### src/rtl/ft6206_responder.sv
// ---------------------------------------------------------------------------
// ft6206_responder
//   I2C target emulating the FT6206 capacitive-touch controller. SCL/SDA are
//   oversampled on clk (clk must be >= 20x the SCL rate) and SDA is driven
//   open-drain through sda_oe.
//
//   Optional feature: define FT6206_RESPONDER_IRQ_EN to add the active-low
//   touch_irq output. Without it the port does not exist.
//
// Ports
//   clk           system clock
//   rst           asynchronous active-low reset
//   scl, sda_i    I2C bus as seen by this target
//   sda_oe        1 = pull SDA low, 0 = release
//   touchN_*      live touch points (valid + COORD_W-bit x/y)
//   th_group      threshold register 0x80, writable over I2C
//   busy          high from an address match until STOP or read NACK
//   touch_irq     (FT6206_RESPONDER_IRQ_EN only) active-low touch interrupt
//   dbg_state     current FSM state encoding
//
// Bus handshake: every bit is sampled on a synchronized SCL rising edge and
// sda_oe only changes on the clk cycle after a synchronized SCL falling edge,
// so SDA is always stable while SCL is high. START/STOP override everything.
// ---------------------------------------------------------------------------
module ft6206_responder #(
    parameter logic [6:0] I2C_ADDR  = 7'h38,
    parameter int         COORD_W   = 9,
    parameter logic [7:0] CHIP_ID   = 8'h06,
    parameter logic [7:0] VENDOR_ID = 8'h11
) (
    input  logic               clk,
    input  logic               rst,
    input  logic               scl,
    input  logic               sda_i,
    output logic               sda_oe,
    input  logic               touch0_valid,
    input  logic [COORD_W-1:0] touch0_x,
    input  logic [COORD_W-1:0] touch0_y,
    input  logic               touch1_valid,
    input  logic [COORD_W-1:0] touch1_x,
    input  logic [COORD_W-1:0] touch1_y,
    output logic [7:0]         th_group,
    output logic               busy,
`ifdef FT6206_RESPONDER_IRQ_EN
    output logic               touch_irq,
`endif
    output logic [3:0]         dbg_state
);

    typedef enum logic [3:0] {
        S_IDLE     = 4'd0,
        S_ADDR     = 4'd1,
        S_ADDR_ACK = 4'd2,
        S_PTR      = 4'd3,
        S_PTR_ACK  = 4'd4,
        S_WR       = 4'd5,
        S_WR_ACK   = 4'd6,
        S_RD       = 4'd7,
        S_RD_ACK   = 4'd8,
        S_IGNORE   = 4'd9
    } state_t;

    // Synchronizers: s1/s2 are the two sync flops, d is the previous value
    // used for edge detection. Reset to 1 to match an idle bus.
    logic r_scl_s1, r_scl_s2, r_scl_d;
    logic r_sda_s1, r_sda_s2, r_sda_d;

    state_t       r_state;
    logic [2:0]   r_bit_cnt;
    logic [7:0]   r_shift;
    // In *_ACK states that we drive: "ACK already driven". In S_RD_ACK:
    // "initiator ACKed, load next byte on the coming fall".
    logic         r_ack_flag;
    logic         r_rw;
    logic [7:0]   r_ptr;
    logic         r_sda_oe;
    logic [7:0]   r_th;
    logic         r_busy;

    // Snapshot taken when a read address is accepted so bursts are coherent.
    logic               r_snap_v0, r_snap_v1;
    logic [COORD_W-1:0] r_snap_x0, r_snap_y0, r_snap_x1, r_snap_y1;

    logic       w_scl_rise, w_scl_fall, w_start, w_stop;
    logic [7:0] w_rx_byte;
    logic [7:0] w_rd_byte;
    logic [11:0] w_x0, w_y0, w_x1, w_y1;
    logic [1:0] w_td;

    assign w_scl_rise = r_scl_s2 & ~r_scl_d;
    assign w_scl_fall = ~r_scl_s2 & r_scl_d;
    assign w_start    = r_scl_s2 & r_scl_d & r_sda_d & ~r_sda_s2;
    assign w_stop     = r_scl_s2 & r_scl_d & ~r_sda_d & r_sda_s2;

    // Byte as it stands once the bit being sampled now is shifted in.
    assign w_rx_byte = {r_shift[6:0], r_sda_s2};

    assign w_x0 = 12'(r_snap_x0);
    assign w_y0 = 12'(r_snap_y0);
    assign w_x1 = 12'(r_snap_x1);
    assign w_y1 = 12'(r_snap_y1);
    assign w_td = {1'b0, r_snap_v0} + {1'b0, r_snap_v1};

    // Register map, served from the snapshot.
    always_comb begin
        w_rd_byte = 8'h00;
        case (r_ptr)
            8'h02: w_rd_byte = {6'd0, w_td};
            8'h03: w_rd_byte = {(r_snap_v0 ? 2'b10 : 2'b11), 2'b00, w_x0[11:8]};
            8'h04: w_rd_byte = w_x0[7:0];
            8'h05: w_rd_byte = {4'h0, w_y0[11:8]};
            8'h06: w_rd_byte = w_y0[7:0];
            8'h09: w_rd_byte = {(r_snap_v1 ? 2'b10 : 2'b11), 2'b00, w_x1[11:8]};
            8'h0A: w_rd_byte = w_x1[7:0];
            8'h0B: w_rd_byte = {4'h1, w_y1[11:8]};
            8'h0C: w_rd_byte = w_y1[7:0];
            8'h80: w_rd_byte = r_th;
            8'hA3: w_rd_byte = CHIP_ID;
            8'hA8: w_rd_byte = VENDOR_ID;
            default: w_rd_byte = 8'h00;
        endcase
    end

    always_ff @(posedge clk or negedge rst) begin
        if (!rst) begin
            r_scl_s1   <= 1'b1;
            r_scl_s2   <= 1'b1;
            r_scl_d    <= 1'b1;
            r_sda_s1   <= 1'b1;
            r_sda_s2   <= 1'b1;
            r_sda_d    <= 1'b1;
            r_state    <= S_IDLE;
            r_bit_cnt  <= 3'd0;
            r_shift    <= 8'h00;
            r_ack_flag <= 1'b0;
            r_rw       <= 1'b0;
            r_ptr      <= 8'h00;
            r_sda_oe   <= 1'b0;
            r_th       <= 8'd128;
            r_busy     <= 1'b0;
            r_snap_v0  <= 1'b0;
            r_snap_v1  <= 1'b0;
            r_snap_x0  <= '0;
            r_snap_y0  <= '0;
            r_snap_x1  <= '0;
            r_snap_y1  <= '0;
        end else begin
            r_scl_s1 <= scl;
            r_scl_s2 <= r_scl_s1;
            r_scl_d  <= r_scl_s2;
            r_sda_s1 <= sda_i;
            r_sda_s2 <= r_sda_s1;
            r_sda_d  <= r_sda_s2;

            if (w_start) begin
                r_state    <= S_ADDR;
                r_bit_cnt  <= 3'd0;
                r_ack_flag <= 1'b0;
                r_sda_oe   <= 1'b0;
            end else if (w_stop) begin
                r_state    <= S_IDLE;
                r_ack_flag <= 1'b0;
                r_sda_oe   <= 1'b0;
                r_busy     <= 1'b0;
            end else begin
                case (r_state)
                    S_ADDR: begin
                        if (w_scl_rise) begin
                            r_shift   <= w_rx_byte;
                            r_bit_cnt <= r_bit_cnt + 3'd1;
                            if (r_bit_cnt == 3'd7) begin
                                if (w_rx_byte[7:1] == I2C_ADDR) begin
                                    r_state    <= S_ADDR_ACK;
                                    r_rw       <= w_rx_byte[0];
                                    r_ack_flag <= 1'b0;
                                    if (w_rx_byte[0]) begin
                                        r_snap_v0 <= touch0_valid;
                                        r_snap_x0 <= touch0_x;
                                        r_snap_y0 <= touch0_y;
                                        r_snap_v1 <= touch1_valid;
                                        r_snap_x1 <= touch1_x;
                                        r_snap_y1 <= touch1_y;
                                    end
                                end else begin
                                    r_state <= S_IGNORE;
                                end
                            end
                        end
                    end

                    // First fall drives the ACK, second fall ends it.
                    S_ADDR_ACK: begin
                        if (w_scl_fall) begin
                            if (!r_ack_flag) begin
                                r_sda_oe   <= 1'b1;
                                r_ack_flag <= 1'b1;
                                r_busy     <= 1'b1;
                            end else begin
                                r_ack_flag <= 1'b0;
                                r_bit_cnt  <= 3'd0;
                                if (r_rw) begin
                                    r_state  <= S_RD;
                                    r_shift  <= w_rd_byte;
                                    r_sda_oe <= ~w_rd_byte[7];
                                end else begin
                                    r_state  <= S_PTR;
                                    r_sda_oe <= 1'b0;
                                end
                            end
                        end
                    end

                    S_PTR: begin
                        if (w_scl_rise) begin
                            r_shift   <= w_rx_byte;
                            r_bit_cnt <= r_bit_cnt + 3'd1;
                            if (r_bit_cnt == 3'd7) begin
                                r_ptr      <= w_rx_byte;
                                r_state    <= S_PTR_ACK;
                                r_ack_flag <= 1'b0;
                            end
                        end
                    end

                    S_PTR_ACK, S_WR_ACK: begin
                        if (w_scl_fall) begin
                            if (!r_ack_flag) begin
                                r_sda_oe   <= 1'b1;
                                r_ack_flag <= 1'b1;
                            end else begin
                                r_sda_oe   <= 1'b0;
                                r_ack_flag <= 1'b0;
                                r_bit_cnt  <= 3'd0;
                                r_state    <= S_WR;
                            end
                        end
                    end

                    // Only the threshold register is writable; other
                    // addresses are ACKed and dropped.
                    S_WR: begin
                        if (w_scl_rise) begin
                            r_shift   <= w_rx_byte;
                            r_bit_cnt <= r_bit_cnt + 3'd1;
                            if (r_bit_cnt == 3'd7) begin
                                if (r_ptr == 8'h80) begin
                                    r_th <= w_rx_byte;
                                end
                                r_ptr      <= r_ptr + 8'd1;
                                r_state    <= S_WR_ACK;
                                r_ack_flag <= 1'b0;
                            end
                        end
                    end

                    // r_shift[7] is the bit currently on the bus.
                    S_RD: begin
                        if (w_scl_fall) begin
                            r_shift  <= {r_shift[6:0], 1'b0};
                            r_sda_oe <= ~r_shift[6];
                        end
                        if (w_scl_rise) begin
                            r_bit_cnt <= r_bit_cnt + 3'd1;
                            if (r_bit_cnt == 3'd7) begin
                                r_state    <= S_RD_ACK;
                                r_ack_flag <= 1'b0;
                            end
                        end
                    end

                    S_RD_ACK: begin
                        if (w_scl_fall) begin
                            if (!r_ack_flag) begin
                                r_sda_oe <= 1'b0;
                            end else begin
                                r_state    <= S_RD;
                                r_shift    <= w_rd_byte;
                                r_sda_oe   <= ~w_rd_byte[7];
                                r_bit_cnt  <= 3'd0;
                                r_ack_flag <= 1'b0;
                            end
                        end
                        if (w_scl_rise) begin
                            r_ptr <= r_ptr + 8'd1;
                            if (r_sda_s2) begin
                                r_state <= S_IGNORE;
                                r_busy  <= 1'b0;
                            end else begin
                                r_ack_flag <= 1'b1;
                            end
                        end
                    end

                    default: ;
                endcase
            end
        end
    end

    assign sda_oe    = r_sda_oe;
    assign th_group  = r_th;
    assign busy      = r_busy;
    assign dbg_state = r_state;

`ifdef FT6206_RESPONDER_IRQ_EN
    // r_irq_pend keeps the interrupt asserted after the touch goes away
    // until the initiator has read TD_STATUS.
    logic r_irq_pend;
    logic r_touch_irq;
    logic w_any_touch;
    logic w_td_read_done;

    assign w_any_touch    = touch0_valid | touch1_valid;
    assign w_td_read_done = (r_state == S_RD_ACK) && w_scl_rise &&
                            (r_ptr == 8'h02) && !w_start && !w_stop;

    always_ff @(posedge clk or negedge rst) begin
        if (!rst) begin
            r_irq_pend  <= 1'b0;
            r_touch_irq <= 1'b1;
        end else begin
            if (w_any_touch) begin
                r_irq_pend <= 1'b1;
            end else if (w_td_read_done) begin
                r_irq_pend <= 1'b0;
            end
            r_touch_irq <= ~(w_any_touch | r_irq_pend);
        end
    end

    assign touch_irq = r_touch_irq;
`endif

endmodule

### config.mk
export PLATFORM = sky130hd
export DESIGN_NAME = ft6206_responder
export DESIGN_NICKNAME = d
export VERILOG_FILES = /design/src/rtl/ft6206_responder.sv
export SDC_FILE = /design/constraint.sdc
export NUM_CORES = 1
export LEC_CHECK = 0
export ABC_AREA = 0
export CAP_MARGIN = 20
export CORE_AREA = 2 2 125 127
export DETAILED_ROUTE_END_ITERATION = 10
export DIE_AREA = 0 0 127 129
export HOLD_SLACK_MARGIN = 0.06
export MAX_ROUTING_LAYER = met4
export REMOVE_ABC_BUFFERS = 1
export SYNTH_ARGS = -nofsm -noshare
export SYNTH_HDL_FRONTEND = slang
export SYNTH_SLANG_ARGS = --single-unit
### constraint.sdc
create_clock -name clk -period 2.76 [get_ports clk]
set_input_delay 0.828 -clock clk [delete_from_list [all_inputs] [get_ports clk]]
set_output_delay 0.828 -clock clk [all_outputs]
set_load 0.02 [all_outputs]
=== Word-level counts from Yosys, hierarchy flattened ===
Cells that the tools add are included.

* Multiplexer cells: 72
* Equality and inequality tests: 60
* $add $sub $neg: 3
* Reductions and logical operators: 23
* Bitwise operators: 15

{| class="wikitable"
|+ Operators by type and width
! cell !! number
|-
| $pmux 8 s12 || 1
|-
| $mux 4 || 19
|-
| $ne 4x4->1 const B || 15
|-
| $mux 7 || 7
|-
| $mux 8 || 5
|-
| $eq 8x4->1 const B || 4
|-
| $pmux 4 s7 || 1
|-
| $pmux 7 s4 || 1
|-
| $mux 1 || 27
|-
| $eq 8x3->1 const B || 3
|-
| $eq 8x8->1 const B || 3
|-
| $ne 2x2->1 const B || 12
|-
| $pmux 8 s3 || 1
|-
| $mux 3 || 6
|-
| $reduce_and 6->1 || 3
|-
| $eq 4x3->1 const B || 4
|-
| $eq 8x2->1 const B || 2
|-
| $reduce_and 7->1 || 2
|-
| $reduce_and 13->1 || 1
|-
| $ne 3x3->1 const B || 4
|-
| $ne 4x1->1 const B || 3
|-
| $reduce_bool 6->1 || 2
|-
| $reduce_and 10->1 || 1
|-
| $reduce_and 5->1 || 2
|-
| 22 further kinds || 44
|}

* Flip-flop bits (word level): 78

=== Depth between registers and ports, before layout ===
Gate-level depths: netlist of run 1.

* Depth in word-level cells: 9
* Gate-level depth with buffers: 9
* Mapped depth without buffers: 7

=== Least setup slack after synthesis of run 1 ===
Ideal clock, no wire load.

* Kind: reg2reg
* From: register r_scl_s2
* To: register r_snap_x1[5]
* Arrival time: 1.833 ns
* Setup time: 0.125 ns
* Buffers on the path: 3
* Slack: 0.802 ns
* Cell stages (with the launch flop): 9
* Cells stage by stage: dfstp_2 buf_2 and2b_2 nand3_4 nor3_2 nand2_1 buf_6 buf_6 mux2_4

* Cells in the longest elaborated chain, start to end: 5
* Elaborated cells on any way between the ends: 9
* Those cells by class: bitwise (8); reduce/logical (1)

{| class="wikitable"
|+ Ends and longest elaborated chain
! what !! line !! source
|-
| from (decl) || 65 || <nowiki>logic r_scl_s1, r_scl_s2, r_scl_d;</nowiki>
|-
| from (signal assigned) || 149 || <nowiki>r_scl_s2 <= r_scl_s1;</nowiki>
|-
| $and 1x1->1 || 92, 93 ||
|-
| $and 1x1->1, on equally long branches (2 in series) || 93, 92 ||
|-
| $not 1->1 (no source line) || -- ||
|-
| $reduce_and 7->1 (no source line) * || -- ||
|-
| to (signal assigned) || 181 || <nowiki>r_snap_x1 <= touch1_x;</nowiki>
|-
| to (decl) || 82 || <nowiki>logic [COORD_W-1:0] r_snap_x0, r_snap_y0, r_snap_x1, r_snap_y1;</nowiki>
|}

Every way passes the cells marked *; elsewhere a longest branch is shown, timed or not.
A chain may end at the register's enable or synchronous reset.

=== Worst setup path in the final report of run 1 ===
* From: register r_state[2] (netlist: dbg_state[2])
* To: output port dbg_state[2]

{| class="wikitable"
|+ RTL lines
! what !! line !! source
|-
| from (decl) || 68 || <nowiki>state_t r_state;</nowiki>
|-
| from (signal assigned) || 132 || <nowiki>r_state <= S_IDLE;</nowiki>
|-
| from (signal assigned) || 156 || <nowiki>r_state <= S_ADDR;</nowiki>
|-
| from (signal assigned) || 161 || <nowiki>r_state <= S_IDLE;</nowiki>
|-
| to (decl) || 47 || <nowiki>output logic [3:0] dbg_state</nowiki>
|}

No word-level cell between the ends.

==> qor.yml, run 1 <==
clkTransAtPathRegs_ns: 0.06
rr_endpoint: "th_group[1]"
status: "complete, no violations"
setup_viol: 0
crit_buf_inv: 1
path_max_fanout: 15
firstDrtPassIters: 4
utilization_pct: 36.4
worst_pin_slew_ns: 0.607
ys_ff_latch: 78
power_frac_seq_pct: 39.3
cap_violations: 0
io_pins: 56
p_clk_share_pct: 26.1
slowest_delay_ns: 0.70
drcViolationCount: 0
die_y_um: 129
grt_antenna_before_repair: 0
diodes: 0
clock_latency_ns: 0.34
fillers: 1514
final_area_um2: 5450
grt_max_degree: 46
clockBufferDepth: 2
ant_nets: 0
layout_setup_ws_ns: 0.228
async_flop_share_pct: 100
routed_via_density: 5.35
cts_tree: "yes"
start_util_pct: 29.6
root_buffer: "clkbuf_16"
critical_path_depth: 1
power.switching_fraction_pct: 38.7
path_delay_family: "buffers and inverters"
period_share_pct: 91.8
maxSlewHeadroom_pct: 59.3
p_leak_nw: 2.23
holdBufCountCts: 0
wl_per_cell_um: 17.4
crit_slowest_cell: "clkdlybuf4s50_1"
intPower_mw: 2.60
peakVddDrop_uv: 361
synth-main-ff-cell: "dfrtp_1"
cts-buffers-inserted: 9
power_switching_mw: 1.64
dp_slack_ns: 0.310
startpoint_type: "register"
dp_hpwl_mm: 8.69
io_buffers: 55
final_common_cell: "dfrtp_1"
hold_class: "reg2reg"
max_freq_mhz: 395
avgSynthCellArea_um2: 10.1
skew_ns: 0.00702
nNetsFinal: 534
setup_tns_ns: 0
grt_pass1_vias: 3674
rrSetupSlack_ns: 0.25
cts_sinks: 78
routed_wl_mm: 11.8
yosysSeqAreaShare_pct: 44.2
h-tree-depth: 3
rsz0062_at_grt: "no"
syn_inst: 438
holdPathEnd: "r_scl_s2"
place_area_um2: 5170
combPwrFrac_pct: 34.6
layout-drive-gt1-share_pct: 17.4
place.gp.congestion: 0.903
holdPathStages: 0
p_per_area_nw_per_um2: 779
design.core.area_um2: 15000
synth_area_um2: 4440
yosysWarnings: 0
cts_setup_buffers: 0
timing.final.hold_violations: 0
cts.repair.resized: 0
die_w_um: 127
path_cells: "clkdlybuf4s50_1"
path_class: "reg2out"
cp.arrival_ns: 1.70
layout_common_cells: "dfrtp_1 (71), clkdlybuf4s50_1 (54), mux2_2 (33)"
slew_violations: 0
total_power_mw: 4.25
syn_to_final_growth_pct: 22.8
grt_pass1_wl_mm: 19.5
die_area_um2: 16400
rows: 45
ff2ff_path_depth: 6
drtIter0Drc: 298
cp-end-kind: "output pin"
gr-usage-all-layers_pct: 15.6
ys_types: 64
worstReg2RegStart: "r_ptr[0]"
synth-edff-count: 0
vias: 3623
required_ns: 1.93
hp-start: "r_scl_s1"
period_minus_slack_ns: 2.53
grt_overflow: 0
-- synthesized netlist by cell type (2+ instances only) --
master | count | area share [%]
buf_4 | 3 | 0.51
mux2_4 | 9 | 3.0
nor3b_1 | 4 | 0.68
ha_1 | 7 | 2.0
nor2_1 | 15 | 1.3
nand4_1 | 7 | 0.99
and2_1 | 3 | 0.42
a22oi_1 | 12 | 2.0
nand3_1 | 14 | 1.6
mux2i_1 | 3 | 0.68
or3b_1 | 2 | 0.39
dfstp_2 | 7 | 4.1
buf_6 | 2 | 0.51
o2bb2ai_1 | 2 | 0.39
a21o_1 | 5 | 0.85
mux2_2 | 33 | 8.4
o21bai_1 | 3 | 0.51
buf_2 | 15 | 1.7
inv_1 | 21 | 1.8
nor2b_1 | 7 | 0.99
a22o_1 | 5 | 0.99
nor3_1 | 3 | 0.34
and4_1 | 4 | 0.79
nor4_1 | 3 | 0.42
o21ai_0 | 29 | 3.3
nor4_4 | 2 | 0.96
a221oi_1 | 10 | 2.0
a31oi_1 | 4 | 0.56
nand2_1 | 32 | 2.7
o311ai_0 | 4 | 0.79
nand4b_1 | 3 | 0.59
o211ai_1 | 11 | 1.9
nand2b_1 | 5 | 0.71
clkbuf_1 | 10 | 0.85
a21oi_1 | 27 | 3.0
nand3b_1 | 2 | 0.34
a2bb2oi_1 | 3 | 0.59
dfrtp_1 | 71 | 40
o22ai_1 | 4 | 0.56
and3_1 | 7 | 0.99
a211o_1 | 2 | 0.39
-- worst max path at each step --
stage,startpoint,to
after floorplan,dbg_state[0],r_snap_x1[5]
after global placement,r_ptr[0],th_group[1]
after detailed placement,r_ptr[0],th_group[1]
after CTS,dbg_state[2],dbg_state[2]
after global routing,r_ptr[0],th_group[6]
final,dbg_state[2],dbg_state[2]
-- layer usage --
layer,share of wire (%),GRT usage (%)
met2,49,25.1
met3,3.9,4.03
met5,0,-
met4,0.77,4.27
met1,46,19.5
-- cell type report --
type	count	area, µm²	share of cell area, %
clock buffers	10	239	4.39
clock inverters	5	35.0	0.643
inverters	21	78.8	1.45
multi-input cells	308	2240	41.1
flip-flops and latches	78	1960	36.0
well taps	188	235	4.32
repair buffers	67	663	12.2
-- worst reg2reg max path, stage by stage (launching register included) --
cell and delay (ns):
dfrtp_1 0.46, inv_1 0.12, ha_1 0.46, nor2b_1 0.33
nand3_1 0.31, nor4_4 0.34, mux2_2 0.39
-- flip-flops by register name, indices dropped and copies added, names as in the netlist, 4 cells and up --
| name | flops |
|---|---|
| r_snap_x0 | 9 |
| r_snap_x1 | 9 |
| r_snap_y0 | 9 |
| r_snap_y1 | 9 |
| r_ptr | 8 |
| th_group | 8 |
| r_shift | 7 |
| dbg_state | 4 |
-- power groups by stage --
stage | clock network [mW] | logic, mW | registers (mW)
4_1_cts | 1.14 | 1.46 | 1.66
2_1_floorplan | 0 | 0.929 | 1.62
3_3_place_gp | 0 | 1.43 | 1.67
3_5_place_dp | 0 | 1.45 | 1.68
5_1_grt | 1.18 | 1.63 | 1.70
6_report | 1.11 | 1.47 | 1.67
-- kinds of logic (layout without fill, tap and decap cells) --
family,count (synthesis),count (layout),share of synthesized area (%)
adders and majority gates,7,7,1.97
AOI/OAI and AO/OA,133,133,20.2
xor gates and xnor gates,1,1,0.197
DFF,78,78,44.2
buffers and inverters,52,103,5.42
muxes,45,45,12.1
and+or+nand+nor,122,122,15.9
-- per-stage QoR --
stage / hold slack [ns] / instances
after floorplan: 0.345 / 407
after global routing: 0.359 / 677
final: 0.354 / 677
after global placement: 0.347 / 662
after CTS: 0.355 / 677
after detailed placement: 0.347 / 662
Note: power is estimated with default switching activity, not from simulation.
==> run 2, diff against run 1 <==
CORE_AREA = 2 2 103 105   (was 2 2 125 127)
DIE_AREA = 0 0 105 107   (was 0 0 127 129)
PLACE_DENSITY = 0.66   (was default)
==> qor.yml, run 2 (same netlist as run 1, synthesis figures left out) <==
setup_tns_ns: 0
cp.arrival_ns: 1.70
path_max_fanout: 15
ff2ff_path_depth: 7
die_w_um: 105
power.switching_fraction_pct: 40.0
nNetsFinal: 534
grt_overflow: 0
worst_hold_slack_ns: 0.359
skew_ns: 0.0146
grt_max_degree: 52
drcViolationCount: 0
max_freq_mhz: 395
period_minus_slack_ns: 2.53
clkTransAtPathRegs_ns: 0.09
die_y_um: 107
peakVddDrop_uv: 301
rrSetupSlack_ns: 0.40
worst_pin_slew_ns: 0.583
cp-end-kind: "output pin"
maxSlewHeadroom_pct: 60.7
power_switching_mw: 1.60
crit_buf_inv: 1
diodes: 0
holdPathEnd: "r_sda_s2"
h-tree-depth: 3
power_frac_seq_pct: 41.2
combPwrFrac_pct: 36.4
grt_pass1_vias: 3628
crit_slowest_cell: "clkdlybuf4s50_1"
grt_pass1_wl_mm: 18.2
io_pins: 56
hp-start: "r_sda_s1"
rows: 37
die_area_um2: 11200
slowest_delay_ns: 0.70
holdPathStages: 0
worstReg2RegStart: "r_ptr[0]"
syn_to_final_growth_pct: 19.8
rr_endpoint: "r_shift[0]"
p_per_area_nw_per_um2: 753
routed_via_density: 5.78
clock_latency_ns: 0.36
routed_wl_mm: 10.8
stdcell_count: 626
p_clk_share_pct: 22.4
setup_viol: 0
root_buffer: "clkbuf_8"
path_class: "reg2out"
final_common_cell: "dfrtp_1"
cap_violations: 0
layout-drive-gt1-share_pct: 17.6
io_buffers: 55
fillers: 972
ant_nets: 0
startpoint_type: "register"
p_leak_nw: 2.20
gr-usage-all-layers_pct: 20.8
required_ns: 1.93
firstDrtPassIters: 5
cts.repair.resized: 0
path_cells: "clkdlybuf4s50_1"
start_util_pct: 43.9
status: "complete, no violations"
drtIter0Drc: 193
clockBufferDepth: 2
grt_antenna_before_repair: 0
cts_setup_buffers: 0
dp.cells: 610
cts_sinks: 78
path_delay_family: "buffers and inverters"
layout_common_cells: "dfrtp_1 (71), clkdlybuf4s50_1 (54), mux2_2 (33)"
vias: 3618
cts-buffers-inserted: 9
slew_violations: 0
cts_tree: "yes"
wl_per_cell_um: 17.2
dp_hpwl_mm: 7.85
timing.final.hold_violations: 0
place.gp.congestion: 0.880
design.core.area_um2: 10100
period_share_pct: 91.7
hold_class: "reg2reg"
rsz0062_at_grt: "no"
holdBufCountCts: 0
intPower_mw: 2.40
[run 2: worst max-delay path by stage]
stage                            start      endpoint  slack [ns]  depth (start not counted)
final                     dbg_state[2]  dbg_state[2]        0.23                          1
after global routing          r_ptr[0]    r_shift[5]        0.16                          7
after CTS                 dbg_state[2]  dbg_state[2]        0.23                          1
after detailed placement      r_ptr[0]    r_shift[0]        0.41                          7
after global placement        r_ptr[0]    r_shift[3]        0.51                          7
after floorplan           dbg_state[0]  r_snap_x1[5]      -0.009                          5
[run 2: layout make-up]
cell class	count	area (µm²)	area share (%)
Timing Repair Buffer	67	663	12.5
Clock inverter	7	78.8	1.48
Inverter	21	78.8	1.48
Clock buffer	9	124	2.33
Tap cell	136	170	3.20
Sequential cell	78	1960	36.9
Multi-Input combinational cell	308	2240	42.1
[run 2: layer usage]
metal	global-route usage (%)	wire, µm	up-vias
met5	-	0	-
met4	7.33	166	0
met3	2.55	343	14
met2	33.6	5210	99
met1	27.4	5070	1778
li1	-	-	1727
[run 2: worst register-to-register path: stages (launching register included)]
cell and delay [ns]:
dfrtp_1 0.47, inv_1 0.12, ha_1 0.50, o21bai_1 0.15, a32o_1 0.27, o211ai_1 0.36, o311ai_0 0.23, a22oi_1 0.17
[run 2: power groups by stage]
stage / logic, mW / registers (mW) / clock network, mW
2_1_floorplan: 0.929 / 1.62 / 0
3_3_place_gp: 1.42 / 1.65 / 0
4_1_cts: 1.45 / 1.64 / 0.913
5_1_grt: 1.61 / 1.69 / 0.958
6_report: 1.46 / 1.65 / 0.898
3_5_place_dp: 1.44 / 1.66 / 0
[run 2: metrics by stage]
stage	area (µm²)	util, %	power [mW]	setup slack, ns
4_1_cts	5310	52.6	4.00	0.227
2_1_floorplan	4270	-	2.55	-0.00922
6_report	5310	52.6	4.00	0.229
3_5_place_dp	5110	50.6	3.10	0.405
5_1_grt	5310	52.6	4.26	0.157
3_3_place_gp	5110	50.6	3.07	0.512
==> run 3, diff against run 2 <==
CAP_MARGIN = default   (was 20)
PLACE_DENSITY = 0.68   (was 0.66)
SETUP_SLACK_MARGIN = 0.5   (was default)
clock period = 2.3 ns   (was 2.76 ns; I/O delays follow)
==> qor.yml, run 3 (same netlist as run 1, synthesis figures left out) <==
status: "complete, no violations"
clockBufferDepth: 2
drtIter0Drc: 387
grt_pass1_vias: 3966
ff2ff_path_depth: 7
layout_setup_ws_ns: 0.325
drcViolationCount: 0
die_area_um2: 11200
clkTransAtPathRegs_ns: 0.10
hold_class: "in2async"
p_leak_nw: 2.73
crit_slowest_cell: "dfstp_2"
worst_pin_slew_ns: 0.444
setup_viol: 0
die_w_um: 105
routed_wl_mm: 13.4
io_buffers: 55
root_buffer: "clkbuf_8"
layout-drive-gt1-share_pct: 41.0
start_util_pct: 43.9
max_freq_mhz: 506
ant_nets: 0
multi_input_area_um2: 2520
fillers: 829
place_area_um2: 5170
grt_pass1_wl_mm: 20.3
total_power_mw: 5.92
rsz0062_at_grt: "yes"
critPathLaunch: "r_scl_s2"
rows: 37
io_pins: 56
stdcell_count: 712
final_common_cell: "buf_4"
cp.arrival_ns: 2.22
routed_via_density: 5.94
period_minus_slack_ns: 1.97
firstDrtPassIters: 6
path_max_fanout: 9
crit_buf_inv: 2
holdBufCountCts: 0
startpoint_type: "register"
p_per_area_nw_per_um2: 928
slew_violations: 0
clock_latency_ns: 0.37
path_delay_family: "simple AND/OR/NAND/NOR gates"
maxSlewHeadroom_pct: 70.2
nNetsFinal: 620
slowest_delay_ns: 0.58
worst_hold_slack_ns: 0.232
rrSetupSlack_ns: 0.33
place.gp.congestion: 0.987
cts-buffers-inserted: 9
die_y_um: 107
peakVddDrop_uv: 474
worstReg2RegStart: "r_scl_s2"
timing.final.hold_violations: 0
dp_slack_ns: 0.126
dp_hpwl_mm: 8.10
grt_overflow: 0
path_class: "reg2reg"
layout_common_cells: "buf_4 (73), dfrtp_1 (59), clkdlybuf4s50_1 (40)"
grt_max_degree: 36
cts_sinks: 78
design.core.area_um2: 10100
cp-end-kind: "register"
diodes: 0
vias: 4230
dp.cells: 618
rr_endpoint: "r_snap_x1[0]"
path_cells: "and2b_2 > nand3_4 > nor3_4 > nand2_4 > buf_4 > buf_16 > mux2_2"
final-seq-area_um2: 1980
required_ns: 2.54
skew_ns: 0.0176
wl_per_cell_um: 18.9
cap_violations: 0
cts_tree: "yes"
gr-usage-all-layers_pct: 23.4
final_area_um2: 6380
syn_to_final_growth_pct: 43.9
setup_tns_ns: 0
utilization_pct: 63.2
h-tree-depth: 3
grt_antenna_before_repair: 0
period_share_pct: 85.9
-- run 3: worst max-delay path by stage --
stage	to	slack, ns	depth (start not counted)
finish	r_snap_x1[0]	0.33	7
global route	r_snap_x1[0]	0.25	7
CTS	r_snap_y0[0]	0.35	7
detailed placement	r_shift[5]	0.13	6
global placement	r_shift[3]	0.27	7
floorplan	r_snap_x1[5]	-0.47	5
-- run 3: report_power, final --
| group | leakage (nW) | internal (mW) | total (mW) | switching [mW] |
|---|---|---|---|---|
| registers | 0.923 | 1.61 | 1.98 | 0.367 |
| logic | 1.70 | 1.45 | 2.86 | 1.41 |
| clock network | 0.103 | 0.537 | 1.09 | 0.550 |
| total | 2.73 | 3.59 | 5.92 | 2.33 |
-- run 3: area by class of cell --
cell class                 count  share of cell area [%]
clock inverter                 6                    1.08
tap                          136                    2.67
sequential                    78                    31.0
clock buffer                  10                    2.16
inverter                      21                    1.37
multi-input combinational    308                    39.5
timing repair buffer         153                    22.3
-- run 3: routing by layer --
layer	GRT usage, %	part of all wire (%)
met1	29.4	42
met2	38.6	49
met3	3.71	6.0
met4	8.38	3.1
met5	-	0
-- run 3: repair_timing --
item                                    4_1_cts  5_1_grt
setup buffers                                35       36
cloned                                        5        2
pin swaps                                    23       21
resized for setup                            88       59
endpoints found under the setup margin       81       73
